[src/rtl/mac_array_dual.sv]
// mac_array_dual: row x col systolic MAC array with weight-stationary (WS) and output-stationary (OS) dataflow.
// Instructions skew diagonally; OS accumulators drain south through an output holding register.
module mac_array_dual #(
  parameter int bw      = 4,
  parameter int psum_bw = 16,
  parameter int col     = 4,
  parameter int row     = 4
) (
  input  logic                   clk,
  input  logic                   reset,
  input  logic [row*bw-1:0]      in_w,
  input  logic [col*psum_bw-1:0] in_n,
  input  logic [1:0]             inst_w,
  input  logic                   mode,
  output logic [col*psum_bw-1:0] out_s,
  output logic [col-1:0]         valid
);
  logic [1:0]             r_sk  [row-1];
  logic [bw-1:0]          r_a   [row][col];
  logic [bw-1:0]          r_b   [row][col];
  logic [bw-1:0]          r_w   [row][col];
  logic [1:0]             r_i   [row][col];
  logic [psum_bw-1:0]     r_c   [row][col];
  logic [psum_bw-1:0]     r_drn [col];
  logic [col-1:0]         r_vld;
  logic [1:0]             w_ri  [row];
  logic [1:0]             w_ii  [row][col];
  logic [bw-1:0]          w_ai  [row][col];
  logic [bw-1:0]          w_bi  [row][col];
  logic [bw-1:0]          w_wi  [row][col];
  logic [bw-1:0]          w_m   [row][col];
  logic [psum_bw-1:0]     w_ci  [row][col];
  logic [psum_bw-1:0]     w_pe  [row][col];
  logic [psum_bw-1:0]     w_sum [row][col];
  logic signed [2*bw-1:0] w_p   [row][col];
  logic [row-1:0]         w_ld;
  logic [col-1:0]         w_exr;
  logic                   w_dr;
  assign w_dr = mode && inst_w == 2'b11;
  genvar r, c;
  for (r = 0; r < row; r++) begin : g_r
    if (r == 0) begin : g_top
      assign w_ri[r] = inst_w;
    end else begin : g_dly
      assign w_ri[r] = r_sk[r-1];
    end
    // weight load shifts the whole row at once, so the first value ends up furthest east
    assign w_ld[r] = !mode && w_ri[r] == 2'b01;
    for (c = 0; c < col; c++) begin : g_c
      if (c == 0) begin : g_west
        assign w_ii[r][c] = w_ri[r];
        assign w_ai[r][c] = in_w[r*bw +: bw];
        assign w_bi[r][c] = in_w[r*bw +: bw];
      end else begin : g_east
        assign w_ii[r][c] = r_i[r][c-1];
        assign w_ai[r][c] = r_a[r][c-1];
        assign w_bi[r][c] = r_b[r][c-1];
      end
      if (r == 0) begin : g_north
        assign w_ci[r][c] = in_n[c*psum_bw +: psum_bw];
        assign w_wi[r][c] = in_n[c*psum_bw +: bw];
      end else begin : g_south
        assign w_ci[r][c] = r_c[r-1][c];
        assign w_wi[r][c] = r_w[r-1][c];
      end
      assign w_m[r][c]   = mode ? w_wi[r][c] : r_b[r][c];
      assign w_p[r][c]   = $signed({{bw{1'b0}}, w_ai[r][c]}) * $signed({{bw{w_m[r][c][bw-1]}}, w_m[r][c]});
      assign w_pe[r][c]  = {{(psum_bw-2*bw){w_p[r][c][2*bw-1]}}, w_p[r][c]};
      assign w_sum[r][c] = (mode ? r_c[r][c] : w_ci[r][c]) + w_pe[r][c];
    end
  end
  for (c = 0; c < col; c++) begin : g_o
    assign w_exr[c] = w_ii[row-1][c] == 2'b10;
    assign out_s[c*psum_bw +: psum_bw] = mode ? r_drn[c] : r_c[row-1][c];
  end
  assign valid = r_vld;
  always_ff @(posedge clk or negedge reset)
    if (!reset) begin
      for (int i = 0; i < row; i++)
        for (int j = 0; j < col; j++) begin
          r_a[i][j] <= '0;
          r_b[i][j] <= '0;
          r_w[i][j] <= '0;
          r_i[i][j] <= '0;
          r_c[i][j] <= '0;
        end
      for (int k = 0; k < row-1; k++) r_sk[k] <= '0;
      for (int j = 0; j < col; j++) r_drn[j] <= '0;
      r_vld <= '0;
    end else begin
      for (int i = 0; i < row; i++)
        for (int j = 0; j < col; j++) begin
          r_i[i][j] <= w_ii[i][j];
          if (w_ld[i]) r_b[i][j] <= w_bi[i][j];
          if (w_ii[i][j] == 2'b10) begin
            r_a[i][j] <= w_ai[i][j];
            r_c[i][j] <= w_sum[i][j];
            if (mode) r_w[i][j] <= w_wi[i][j];
          end
          if (w_dr) r_c[i][j] <= i == 0 ? '0 : r_c[i-1][j];
        end
      r_sk[0] <= inst_w;
      for (int k = 1; k < row-1; k++) r_sk[k] <= r_sk[k-1];
      for (int j = 0; j < col; j++) if (w_dr) r_drn[j] <= r_c[row-1][j];
      r_vld <= mode ? {col{w_dr}} : w_exr;
    end
endmodule
[config.mk]
export PLATFORM = sky130hd
export DESIGN_NAME = mac_array_dual
export DESIGN_NICKNAME = d
export VERILOG_FILES = /design/src/rtl/mac_array_dual.sv
export SDC_FILE = /design/constraint.sdc
export NUM_CORES = 2
export LEC_CHECK = 0
export ABC_CLOCK_PERIOD_IN_PS = 6300
export BUFFER_PORTS_ARGS = -buffer_cell sky130_fd_sc_hd__buf_2
export CELL_PAD_IN_SITES_DETAIL_PLACEMENT = 1
export CELL_PAD_IN_SITES_GLOBAL_PLACEMENT = 1
export CORE_UTILIZATION = 30
export DETAILED_ROUTE_END_ITERATION = 7
export GPL_TIMING_DRIVEN = 0
export HOLD_SLACK_MARGIN = 0.06
export MAX_ROUTING_LAYER = met4
export PLACE_DENSITY_LB_ADDON = 0.1
export SETUP_SLACK_MARGIN = 0.4
export SLEW_MARGIN = 20
export SYNTH_ARGS = -nofsm -noshare
export SYNTH_HDL_FRONTEND = slang
export SYNTH_SLANG_ARGS = --single-unit
[constraint.sdc]
create_clock -name clk -period 6.3 [get_ports clk]
set_clock_uncertainty 0.05 [all_clocks]
set_input_delay 0.315 -clock clk [delete_from_list [all_inputs] [get_ports clk]]
set_output_delay 0.315 -clock clk [all_outputs]
set_load 0.02 [all_outputs]
# --- Word level (Yosys, flattened, before mapping) ---
# Index checks and enable logic that the tools add are counted.
classes:
  addsub: 16
  mul: 16
  eq_ne: 12
  muxes: 69
  reduce_logical: 19
op_table:
  columns: ["cell", "count"]
  rows:
  - ["2-to-1 mux 16 bit", 52]
  - ["adder 16 bit", 16]
  - ["multiplier 5 x 4 -> 8 bit", 16]
  - ["2-to-1 mux 4 bit", 17]
  - ["== test 2 bit (second input constant)", 8]
  - ["nonzero test 2 bit", 7]
  - ["AND reduction 2 bit", 6]
  - ["== test 2 x 1 -> 1 bit (second input constant)", 4]
  - ["logical AND 1 bit", 5]
  - ["logical NOT 1 bit", 1]
totals:
  regBits: 496
  in_bits: 85
  output_inout_bits: 68

# --- Logic depth before layout (Yosys ltp) ---
logic_depth:
  ltp_word: 5
  ltp_mapped: 33

# --- Worst setup path before layout ---
# Ideal clock, no wire load.
synth_path:
  kind: "input -> register"
  from: "input port mode"
  to: "register r_c[159] (netlist bit)"
  arrival_time_ps: 7787
  t_required_ps: 6124
  path_slack_ps: -1663
  cell_stages: 32
  path_buffers: 9
  path_cell_list: "buf_6 -> buf_6 -> buf_6 -> buf_6 -> buf_4 -> buf_4 -> buf_2 -> buf_2 -> buf_2 -> mux2_2 -> nand2_1 -> fa_1 -> fa_1 -> inv_1 -> fa_1 -> ha_1 -> fa_1 -> a21o_1 -> a21oi_1 -> xnor2_4 -> inv_1 -> ha_1 -> nor4_1 -> inv_1 -> o31ai_1 -> a211oi_1 -> o41ai_1 -> mux2i_1 -> nor2_1 -> mux2_2 -> a21oi_1 -> a221o_1"
synth_between:
  elab_chain_len: 5
synth_lines:
  columns: ["element", "line", "rtl"]
  rows:
  - ["start: declaration", "14", "input logic mode,"]
  - ["2-to-1 mux 4 bit", "66", "assign w_m[r][c] = mode ? w_wi[r][c] : r_b[r][c];"]
  - ["multiplier 5 x 4 -> 8 bit", "67", "assign w_p[r][c] = $signed({{bw{1'b0}}, w_ai[r][c]}) * $signed({{bw{w_m[r][c][bw-1]}}, w_m[r][c]});"]
  - ["adder 16 bit", "69", "assign w_sum[r][c] = (mode ? r_c[r][c] : w_ci[r][c]) + w_pe[r][c];"]
  - ["2-to-1 mux 16 bit", "95", "if (w_ii[i][j] == 2'b10) begin"]
  - ["2-to-1 mux 16 bit", "100", "if (w_dr) r_c[i][j] <= i == 0 ? '0 : r_c[i-1][j];"]
  - ["end signal: indexed assignment", "97", "r_c[i][j] <= w_sum[i][j];"]
  - ["end signal: indexed assignment", "100", null]
  - ["end: declaration", "23", "logic [psum_bw-1:0] r_c [row][col];"]
# Parallel ways exist; a longest one is shown, timed or not. The select of a mux whose other input is x is not followed.
# A chain may end at the register's enable or synchronous reset.

# --- Final worst setup path ---
layout_path:
  from: "input port mode"
  to: "register r_c[95] (netlist bit)"
# The elaborated chain is that of the path after synthesis.

==> results.md <==
- Status: complete, but fails checks
- Failing checks: negative setup slack
- GRT Total Usage: 27.99%
- # setup viols final: 26
- Yosys cell types: 90
- Post-synth ARST share: 100.0%
- Leading cell type in the layout, fill and taps excluded: nand2_1
- Max-slew headroom: 16.32%
- Synth warn: 0
- Avg Inst Size Synth: 8.911 µm²
- Residual DRC count: 0
- Iteration-0 DRC Markers: 2128
- Final instance area: 55170 µm²
- Most used DFF post-synth: dfrtp_1
- CP peak stage delay: 0.51 ns
- Clock Tree Root: clkbuf_16
- Worst Reg-to-Reg Cells: 23
- Mapped Area: 43350 µm²
- CP startpoint: mode
- Register share of total power: 19.2%
- Crit path required time: 6.82 ns
- Core area: 143500 µm²
- Row Count: 139
- Final worst path period share: 105.8%
- Type of origin of the critical path: primary input
- Sink Count: 496
- Drt wl/cell: 27.58 µm
- Clock power frac: 13.9%
- Die W: 382.1 µm
- Worst-path maximum fanout: 6
- Syn nets: 5489
- CP Class: in -> reg
- Via count: 39430
- Placed Area: 47910 µm²
- Register area share after synthesis: 28.63%
- Ports: 153
- Detail Route Antenna Nets: 0
- Die Y: 382.1 µm
- CTS H-tree lvls: 3
- Leak Pwr: 25.35 nW
- Hold path depth: 4
- Num CTS Buffers: 72
- Nets: 5984
- Worst hold path startpoint: in_n[12]
- RSZ-0062 raised after global routing: yes
- Final Hold Fails: 0
- Synth Instances: 4864
- Post-DP HPWL: 153400 µm
- Starting density of the core: 30.21%
- First-pass GRT wire length: 288900 µm
- Max Slew Vio Count: 0
- Worst EP arrival: 7.18 ns
- Slowest-stage cell, CP: fa_1
- IO buf count: 151
- Highest-count cells in the layout ignoring fill and taps: 715 x nand2_1, 496 x dfrtp_1, 388 x mux2_2
- Share of layout cells above drive strength 1: 28.23%
- GPL Wtd Cong: 0.9101
- CTS clock-pin slew for the worst setup and hold paths: 0.06 ns
- Combinational Power Share: 66.9%
- Deepest clock path buffer count: 3
- CTS tree: yes
- Cell Int Power: 17.70 mW
- Vias in the first global route: 40180
- Worst-margin pin slew: 1.255 ns
- Initial antenna violation count: 13
- Worst setup EP type: flop
- Crit Reg-Reg Startpoint: r_b[47]$_DFFE_PN0P_
- Die footprint: 146000 µm²
- Pwr dens: 605.1 nW/µm²
- Worst setup margin: -0.3659 ns
- Upper clock frequency limit: 150.0 MHz
- Inst Count DP: 6926
- Peak VDD IR: 0.2620 mV
- Crit path time final: 6.666 ns
- Via density: 5.383
- Worst hold path type: in -> reg
- WL final: 202000 µm
- Net Sw Power: 15.68 mW
- Max_cap viols: 0
- Post-synth EDFFs: 0
- CP dominant cell by count: buf_16
- Sw Ratio: 46.97%
- Count of state elements after synthesis: 496
- Global route overflow: 0
- Pre-CTS setup slack: -3.525 ns
- Largest net degree at the start of global routing: 93
- Pre-antenna DRT Iters: 5
- Clock Latency Late Sink: 0.71 ns
- Area delta synth->final: 27.27%
- Post-Layout Cell Count: 7325
==> cell usage after synthesis (11+ instances only) <==
library cell,count,area [µm²]
mux2_2,432,4865
o31a_1,11,96.34
o22ai_1,12,75.07
o21bai_1,18,135.1
a22o_1,15,131.4
a31oi_1,61,381.6
nand2_1,753,2826
a21o_1,75,563.0
nor2_1,367,1378
o21ai_0,229,1146
or2_2,42,262.8
xnor2_1,143,1252
nand2b_1,81,506.7
o211ai_1,21,157.7
and2_1,87,544.3
nor4_1,15,93.84
nand4_1,12,75.07
inv_1,196,735.7
xor2_1,79,691.9
buf_2,46,230.2
nand3_1,57,285.3
ha_1,444,5555
clkbuf_1,120,450.4
nor3_1,68,340.3
nor3b_1,14,105.1
a21oi_1,358,1792
or3_1,34,212.7
mux2i_1,95,950.9
and3_1,11,68.82
o21a_1,36,270.3
nor2b_1,91,569.3
buf_1,27,101.4
dfrtp_1,496,12410
a211oi_1,39,292.8
fa_1,96,1922
==> state kept, by name, indices dropped and copies added (netlist names) <==
register and count:
r_a 48, r_b 64, r_c 256, r_drn 64, r_i 12, r_w 48
valid 4
==> critical path, delay by kind of cell <==
family          cells  cell delay [ns]
fa+ha+maj           6             2.14
buf+inv            11             1.42
simple gates        7             1.23
compound gates      5             1.22
mux                 2             0.69
xor+xnor            1             0.12
==> per-layer routing <==
layer	GRT usage, %	wire length, µm
met3	2.847	7256
met5	-	0
met4	7.200	6629
met2	47.06	97450
met1	35.77	90650
==> repair_timing <==
action / in CTS / in global routing
gates cloned: 1 / 1
setup endpoints to repair: 208 / 90
hold buffers: 37 / 0
hold endpoints to repair: 219 / 0
setup buffers: 137 / 86
resized for setup: 256 / 274
pin swaps: 180 / 252
==> power groups by stage <==
stage	logic (mW)	clock network, mW	registers, mW
after floorplan	14.1	0	5.23
after global placement	18.0	0	6.34
after detailed placement	18.2	0	6.38
after CTS	20.3	4.72	6.35
after global routing	24.3	4.83	6.54
final	22.3	4.64	6.42
==> kinds of logic after synthesis <==
logic type	after synthesis	share of synthesized area, %
xor+xnor	234	5.014
buf+inv	399	3.692
simple gates	1666	17.44
compound gates	989	14.02
flops	496	28.63
fa+ha+maj	542	17.30
mux	538	13.91
==> final timing paths <==
path | end | slack (ns)
worst max-delay path | r_c[95]$_DFFE_PN0P_ | -0.37
worst min-delay path | r_c[254]$_DFFE_PN0P_ | 0.19
worst max register to register | r_c[191]$_DFFE_PN0P_ | -0.10
worst min register to register | r_i[2]$_DFF_PN0_ | 0.36
max in group asynchronous | r_b[53]$_DFFE_PN0P_ | 3.66
min in group asynchronous | r_c[52]$_DFFE_PN0P_ | 0.52
==> area by class of cell <==
cell class	instances	area [µm²]
Antenna cell	6	15.01
Buffer	200	1186
Clock buffer	95	1988
Clock inverter	36	636.9
Fill cell	16350	88320
Inverter	199	759.5
Multi-Input combinational cell	3969	32530
Sequential cell	496	12410
Tap cell	1903	2381
Timing Repair Buffer	420	3251
Timing Repair inverter	1	7.507
==> metrics by stage <==
step	setup TNS, ns	hold slack, ns	power (mW)	util, %
2_1_floorplan	-11.26	-0.03059	19.36	-
3_3_place_gp	-3896.25	0.3311	24.31	33.21
3_5_place_dp	-433.84	0.2119	24.59	33.39
4_1_cts	-2.050	0.1502	31.34	37.11
5_1_grt	-7.779	0.1963	35.70	38.44
6_report	-3.722	0.1896	33.38	38.45
Power figures use the tool's default switching activity.
